===== src/rtl/wb_bus_arbiter.sv =====
// Two-master Wishbone classic arbiter with per-transaction ack watchdog.
// Optional ARB_ROUND_ROBIN_EN selects round-robin instead of M1>M0 priority.
module wb_bus_arbiter #(
  parameter int ADDR_W         = 32,
  parameter int DATA_W         = 32,
  parameter int TIMEOUT_CYCLES = 255
) (
  input  logic                clk,
  input  logic                reset,
  input  logic                m0_cyc,
  input  logic                m0_stb,
  input  logic                m0_we,
  input  logic [ADDR_W-1:0]   m0_adr,
  input  logic [DATA_W-1:0]   m0_dat_w,
  input  logic [DATA_W/8-1:0] m0_sel,
  output logic [DATA_W-1:0]   m0_dat_r,
  output logic                m0_ack,
  output logic                m0_err,
  input  logic                m1_cyc,
  input  logic                m1_stb,
  input  logic                m1_we,
  input  logic [ADDR_W-1:0]   m1_adr,
  input  logic [DATA_W-1:0]   m1_dat_w,
  input  logic [DATA_W/8-1:0] m1_sel,
  output logic [DATA_W-1:0]   m1_dat_r,
  output logic                m1_ack,
  output logic                m1_err,
  output logic                s_cyc,
  output logic                s_stb,
  output logic                s_we,
  output logic [ADDR_W-1:0]   s_adr,
  output logic [DATA_W-1:0]   s_dat_w,
  output logic [DATA_W/8-1:0] s_sel,
  input  logic [DATA_W-1:0]   s_dat_r,
  input  logic                s_ack
);

  localparam int WD_W = (TIMEOUT_CYCLES < 1) ? 1
                      : $clog2(TIMEOUT_CYCLES + 1);
  localparam logic [WD_W-1:0] WD_LIM =
    WD_W'((TIMEOUT_CYCLES == 0) ? 0 : TIMEOUT_CYCLES - 1);
  localparam bit WD_EN = (TIMEOUT_CYCLES != 0);

  typedef enum logic [1:0] {
    IDLE,
    GNT0,
    GNT1,
    ABORT
  } state_e;

  state_e          state_q, state_d;
  logic            owner_q, owner_d;
  logic            last_q, last_d;
  logic [WD_W-1:0] wd_q, wd_d;

  logic own_cyc;
  logic own_stb;
  logic gnt;
  logic stall;
  logic fire;
  logic pick;

  // Control signals of the currently granted master and watchdog fire.
  always_comb begin
    own_cyc = (state_q == GNT1) ? m1_cyc : m0_cyc;
    own_stb = (state_q == GNT1) ? m1_stb : m0_stb;
    gnt     = (state_q == GNT0) || (state_q == GNT1);
    stall   = gnt && own_cyc && own_stb && !s_ack;
    fire    = WD_EN && stall && (wd_q == WD_LIM);
  end

  // Arbitration winner when in IDLE.
  always_comb begin
`ifdef ARB_ROUND_ROBIN_EN
    pick = (m0_cyc && m1_cyc) ? ~last_q : m1_cyc;
`else
    pick = m1_cyc;
`endif
  end

  // Next-state logic for the grant FSM and the watchdog.
  always_comb begin
    state_d = state_q;
    owner_d = owner_q;
    last_d  = last_q;
    wd_d    = wd_q;
    unique case (state_q)
      IDLE: begin
        wd_d = '0;
        if (m0_cyc || m1_cyc) begin
          state_d = pick ? GNT1 : GNT0;
          last_d  = pick;
        end
      end
      GNT0, GNT1: begin
        if (!own_cyc) begin
          state_d = IDLE;
          wd_d    = '0;
        end else if (fire) begin
          state_d = ABORT;
          owner_d = (state_q == GNT1);
          wd_d    = '0;
        end else if (s_ack) begin
          wd_d = '0;
        end else if (stall && WD_EN) begin
          wd_d = wd_q + 1'b1;
        end
      end
      ABORT: begin
        if (!(owner_q ? m1_cyc : m0_cyc)) state_d = IDLE;
      end
      default: state_d = IDLE;
    endcase
  end

  // State registers with asynchronous reset.
  always_ff @(posedge clk or posedge reset) begin
    if (reset) begin
      state_q <= IDLE;
      owner_q <= 1'b0;
      last_q  <= 1'b1;
      wd_q    <= '0;
    end else begin
      state_q <= state_d;
      owner_q <= owner_d;
      last_q  <= last_d;
      wd_q    <= wd_d;
    end
  end

  // Zero-latency bus mux; non-granted side sees all zeros.
  always_comb begin
    s_cyc    = 1'b0;
    s_stb    = 1'b0;
    s_we     = 1'b0;
    s_adr    = '0;
    s_dat_w  = '0;
    s_sel    = '0;
    m0_dat_r = '0;
    m0_ack   = 1'b0;
    m0_err   = 1'b0;
    m1_dat_r = '0;
    m1_ack   = 1'b0;
    m1_err   = 1'b0;
    if (state_q == GNT0) begin
      s_cyc    = m0_cyc;
      s_stb    = m0_stb;
      s_we     = m0_we;
      s_adr    = m0_adr;
      s_dat_w  = m0_dat_w;
      s_sel    = m0_sel;
      m0_dat_r = s_dat_r;
      m0_ack   = s_ack;
      m0_err   = fire;
    end else if (state_q == GNT1) begin
      s_cyc    = m1_cyc;
      s_stb    = m1_stb;
      s_we     = m1_we;
      s_adr    = m1_adr;
      s_dat_w  = m1_dat_w;
      s_sel    = m1_sel;
      m1_dat_r = s_dat_r;
      m1_ack   = s_ack;
      m1_err   = fire;
    end
  end

endmodule


===== config.mk =====
export PLATFORM = sky130hd
export DESIGN_NAME = wb_bus_arbiter
export DESIGN_NICKNAME = d
export VERILOG_FILES = /design/src/rtl/wb_bus_arbiter.sv
export SDC_FILE = /design/constraint.sdc
export NUM_CORES = 1
export LEC_CHECK = 0
export ABC_AREA = 1
export CAP_MARGIN = 0
export CORE_AREA = 3 3 122 124
export DETAILED_ROUTE_END_ITERATION = 8
export DIE_AREA = 0 0 125 127
export GPL_TIMING_DRIVEN = 0
export SLEW_MARGIN = 0
export SYNTH_ARGS = -nofsm -noshare
export SYNTH_HDL_FRONTEND = slang
export SYNTH_SLANG_ARGS = --single-unit

===== constraint.sdc =====
create_clock -name clk -period 2.7 [get_ports clk]
set_input_delay 0.54 -clock clk [delete_from_list [all_inputs] [get_ports clk]]
set_output_delay 0.54 -clock clk [all_outputs]
set_load 0.005 [all_outputs]

# --- Yosys cells after proc, flatten, opt, wreduce, memory -nomap -nowiden ---
# Index checks and enable logic that the tools add are counted.
totals:
  register_bits: 11
  inputBits: 177
  output_inout_bits: 139
  elab_cells: 60
op_classes:
  add_sub_neg: 1
  eq_ne: 8
  muxes: 35
  n_reduce_logical: 13
op_table:
  columns: ["op", "n"]
  rows:
  - ["two-way mux 32 bit", 7]
  - ["two-way mux 8 bit", 4]
  - ["one-hot mux 8 bit (2 select lines)", 1]
  - ["two-way mux 1 bit", 15]
  - ["two-way mux 2 bit", 5]
  - ["adder 8 x 1 -> 8 bit, second input constant", 1]
  - ["== test 8 bit, second input constant", 1]
  - ["two-way mux 4 bit", 2]
  - ["one-hot mux 2 bit (3 select lines)", 1]
  - ["AND reduction 3 bit", 2]
  - ["!= test 5 bit, second input constant", 1]
  - ["== test 2 bit, second input constant", 2]
  - ["logical AND 1 bit", 4]
  - ["!= test 2 bit, second input constant", 2]
  - ["!= test 3 bit, second input constant", 1]
  - ["== test 2 x 1 -> 1 bit, second input constant", 1]
  - ["logical NOT 2 bit", 1]
  - ["logical OR 1 bit", 2]
  - ["AND reduction 2 bit", 1]
  - ["nonzero test 2 bit", 1]
  - ["OR reduction 2 bit", 1]
  - ["logical NOT 1 bit", 1]

# --- Logic depth before layout (Yosys ltp) ---
depth:
  word_depth: 10
  depth_mapped: 13
  mapped_depth_nobuf: 12

# --- Least setup slack after synthesis ---
# No wires, ideal clock.
synth_path:
  kind: "reg2out"
  from: "register state_q[0]"
  to: "output m0_err"
  arrival_ns: 1.321
  required_ns: 2.160
  setup_slack_ns: 0.839
  stages_incl_launch_ff: 9
  n_path_buf: 1
  path_cell_list: "dfrtp_1 > inv_1 > ha_1 > buf_6 > nand2_1 > nand2_4 > nor3_1 > nand3_1 > nor2_1"
synth_via:
  elab_chain_len: 7
  word_cells_on_any_way: 10
  classes_between: "eq/ne (2); mux (3); reduce/logical (5)"
synth_rtl:
  columns: ["element", "line", "rtl"]
  rows:
  - ["start: declaration", "51", "state_e state_q, state_d;"]
  - ["start signal: assignment", "124", "state_q <= state_d;"]
  - ["== test 2 bit / == test 2 x 1 -> 1 bit (equally long branches)", null, null]
  - ["two-way mux 1 bit / logical OR 1 bit (equally long branches)", "65, 67", null]
  - ["logical AND 1 bit (3 in a row)", "68", "stall = gnt && own_cyc && own_stb && !s_ack;"]
  - ["logical AND 1 bit", "69", "fire = WD_EN && stall && (wd_q == WD_LIM);"]
  - ["two-way mux 1 bit (*)", "145", "if (state_q == GNT0) begin"]
  - ["end: declaration", "18", "output logic m0_err,"]
# Every way passes the cells marked *; elsewhere a longest branch is shown, timed or not.

# --- Final worst setup path ---
layout_path:
  from: "register state_q[0]"
  to: "output m1_dat_r[20]"
layout_via:
  elab_chain_len: 3
  word_cells_on_any_way: 4
  classes_between: "eq/ne (2); mux (2)"
layout_rtl:
  columns: ["element", "line", "rtl"]
  rows:
  - ["== test 2 bit", "155", "end else if (state_q == GNT1) begin"]
  - ["two-way mux 32 bit", "155", null]
  - ["two-way mux 32 bit (*)", "145", null]
  - ["end: declaration", "25", "output logic [DATA_W-1:0] m1_dat_r,"]
# Marked as above.

==> impl_metrics.toml <==
[run_status]
status = "completed"

[critical_path]
cpLargestDelayFamily = "buffers and inverters"
r2r-start = "state_q[0]"
crit_path_start = "state_q[0]"
worst_path_max_delay_cell = "clkdlybuf4s50_1"
critPathMaxFanout = 10
startpoint_type = "register"
cp_cell_sequence = "inv_2 -> ha_2 -> buf_6 -> clkbuf_2 -> nand2_1 -> nor2_2 -> clkdlybuf4s50_1"
crit_arrival_ns = 2.06
critPathMaxStageDelay_ns = 0.52
worstSetupPathType = "register to output port"
crit_required_ns = 2.16
crit_path_end_kind = "output port"
path_buf_inv = 4

[final_layout]
fin_nets = 1014
area_growth_pct = 151
drive_gt1_share_pct = 7.60
diodes = 0
multi_input_area_sq_um = 1820
seq_area_sq_um = 275
fillCellCount = 1478
final_core_util_pct = 43.7

[grt]
antenna_found_initial = 0
grt_max_degree = 12
globalRouteTotalUtil_pct = 17.7
grt_pass1_vias = 4097
grt.overflow.total = 0
grt_pass1_wl_um = 22700

[power]
p_per_area_nw_per_um2 = 712
power_frac_comb_pct = 88.8
p_sw_mw = 1.96
seqPwrFrac_pct = 5.0
swShare_pct = 45.2
p_clk_share_pct = 6.3
cellLeakagePower_nw = 3.09
internal_power_mw = 2.37
ir_drop_uv = 348

[sta]
fin_crit_sh_pct = 96.4
fmax_mhz = 384
worst_pin_slew_ns = 0.438
clock_skew_ns = 0.000821
fin_crit_ns = 2.60
max-slew-margin-rel_pct = 70.7
hold_viol = 0
finalMaxSlewViolations = 0
final.setup.tns_ns = 0
setup_viol = 0

[synthesis]
synth_top_area_share_pct = 37.6
synth_most_common_cell = "nand2_1"
async_flop_share_pct = 100
yosysWarnings = 0
ys.flop_type = "dfrtp_1"
syn_inst = 505
syn_nets = 689
synth_area_leader_cell = "nand2_1"
netlist_area_sq_um = 2420
synth.area.top_cells = "nand2_1 38%, nand3_1 16%, dfrtp_1 11%, inv_1 8.2%, nor2_1 6.8%"
synth_edf_count = 0
seq_area_frac_synth_pct = 11.4
synth_commonest_cells = "242 x nand2_1, 79 x nand3_1, 53 x inv_1, 44 x nor2_1, 18 x clkbuf_1"
yosysUniqueCellTypes = 27
ys_ff_latch = 11
syn_avg_cell_area_sq_um = 4.78

[placement]
portBuffers = 315
hpwlAfterDp_um = 13000
gp_congestion = 0.900

[clock_network]
cts.sink_count = 11
tritoncts = "done"
clk_latency_ns = 0.24
clock_path_buffers = 2
cts.clk_slew.worst_paths_ns = 0.04
clock-root-buffer = "clkbuf_16"
cts_inserted_buffers = 3
cts_max_level = 1
ctsHoldBuffers = 0

[floorplan]
coreArea_sq_um = 13900
start_util_pct = 17.4
rows = 43
io_pins = 316
die_y_um = 127
dieWidth_um = 125
die_area_sq_um = 15900

[drt]
drt_iter0_drc = 187
vias = 4223
viasPerCell = 4.19
wl_per_cell_um = 15.2
drc_errors = 0
drt_first_pass_iters = 4
wl_um = 15300
drtAntennaViolNets = 0

[min_path]
worstHoldStart = "owner_q"
worst_hold_path_type = "register to register"

[job]
cap_violations = 0
[placed cells by master (no fill, tap or decap), drive strengths merged]
master / n
xnor2: 1
dlymetal6s2s: 10
dlygate4sd2: 1
o22ai: 3
buf: 22
nand3: 79
o21ai: 7
a21oi: 1
nand2: 246
nand3b: 1
clkdlybuf4s50: 303
xor2: 1
nor2: 48
clkbuf: 21
dfrtp: 11
nand4: 4
nor3: 5
o211ai: 1
clkdlybuf4s15: 1
ha: 7
inv: 56
[power by group through the flow]
stage	Combinational, mW	Clock [mW]	Sequential [mW]
after floorplan	1.55	0	0.213
after global placement	3.70	0	0.219
after detailed placement	3.68	0	0.220
after CTS	3.84	0.274	0.214
after global routing	4.22	0.282	0.218
final	3.84	0.270	0.214
[registers in the layout, indices dropped and copies added (netlist names)]
register / count
state_q: 2
owner_q: 1
wd_q: 8
[final timing paths]
path	to	slack, ns	cells after the start
min	owner_q	0.51	2
max in group asynchronous	wd_q[0]	1.79	2
max	m1_dat_r[20]	0.1	7
min reg2reg	owner_q	0.51	2
min in group asynchronous	wd_q[3]	0.60	2
max reg2reg	wd_q[0]	0.94	8
[worst min-delay path: cells and delay by family, from the launching register on]
kind	cells	cell delay (ns)
AOI/OAI and AO/OA	1	0.07
DFF	1	0.35
and+or+nand+nor	1	0.05
[layer usage]
layer  vias up  share of wire [%]  track usage, %
met5         -                  0               0
met4         0                1.2            2.87
met3        12                8.0            4.10
met2       214                 51            33.8
met1      1798                 40            20.5
li1       2199                  -               -
[through the flow]
| step | hold WS (ns) | instances | power, mW | worst slack [ns] | instance area, sq um |
|---|---|---|---|---|---|
| after floorplan | 0.392 | 505 | 1.77 | 0.839 | 2420 |
| after global placement | 0.504 | 1000 | 3.92 | -0.408 | 5790 |
| after detailed placement | 0.506 | 1000 | 3.90 | -0.457 | 5790 |
| after CTS | 0.518 | 1007 | 4.33 | -0.0116 | 5980 |
| after global routing | 0.549 | 1009 | 4.72 | -0.00184 | 6070 |
| final | 0.513 | 1009 | 4.32 | 0.0978 | 6070 |
[area by class of cell]
| class | instances | area share (%) |
|---|---|---|
| Tap cell | 180 | 3.71 |
| Timing Repair Buffer | 321 | 53.1 |
| Sequential cell | 11 | 4.54 |
| Clock buffer | 4 | 1.30 |
| Buffer | 33 | 3.90 |
| Inverter | 56 | 3.59 |
| Multi-Input combinational cell | 404 | 29.9 |
[what timing repair did]
item                                    4_1_cts  5_1_grt
cloned                                        0        1
endpoints found under the setup margin      139      116
hold endpoints to repair                      0        0
gates resized for setup                      40       35
buffers inserted                              4        1
pin swaps                                     1        2
[kinds of logic (layout without fill, tap and decap cells)]
logic type | Yosys count | count (layout) | synth area share (%)
AND/OR/NAND/NOR | 383 | 383 | 66.4
buffers and inverters | 90 | 414 | 14.9
AO/OA/AOI/OAI | 12 | 12 | 2.90
flip-flops | 11 | 11 | 11.4
adder cells (fa/ha/maj) | 7 | 7 | 3.62
XOR/XNOR | 2 | 2 | 0.725
(Power assumes the default switching activity.)
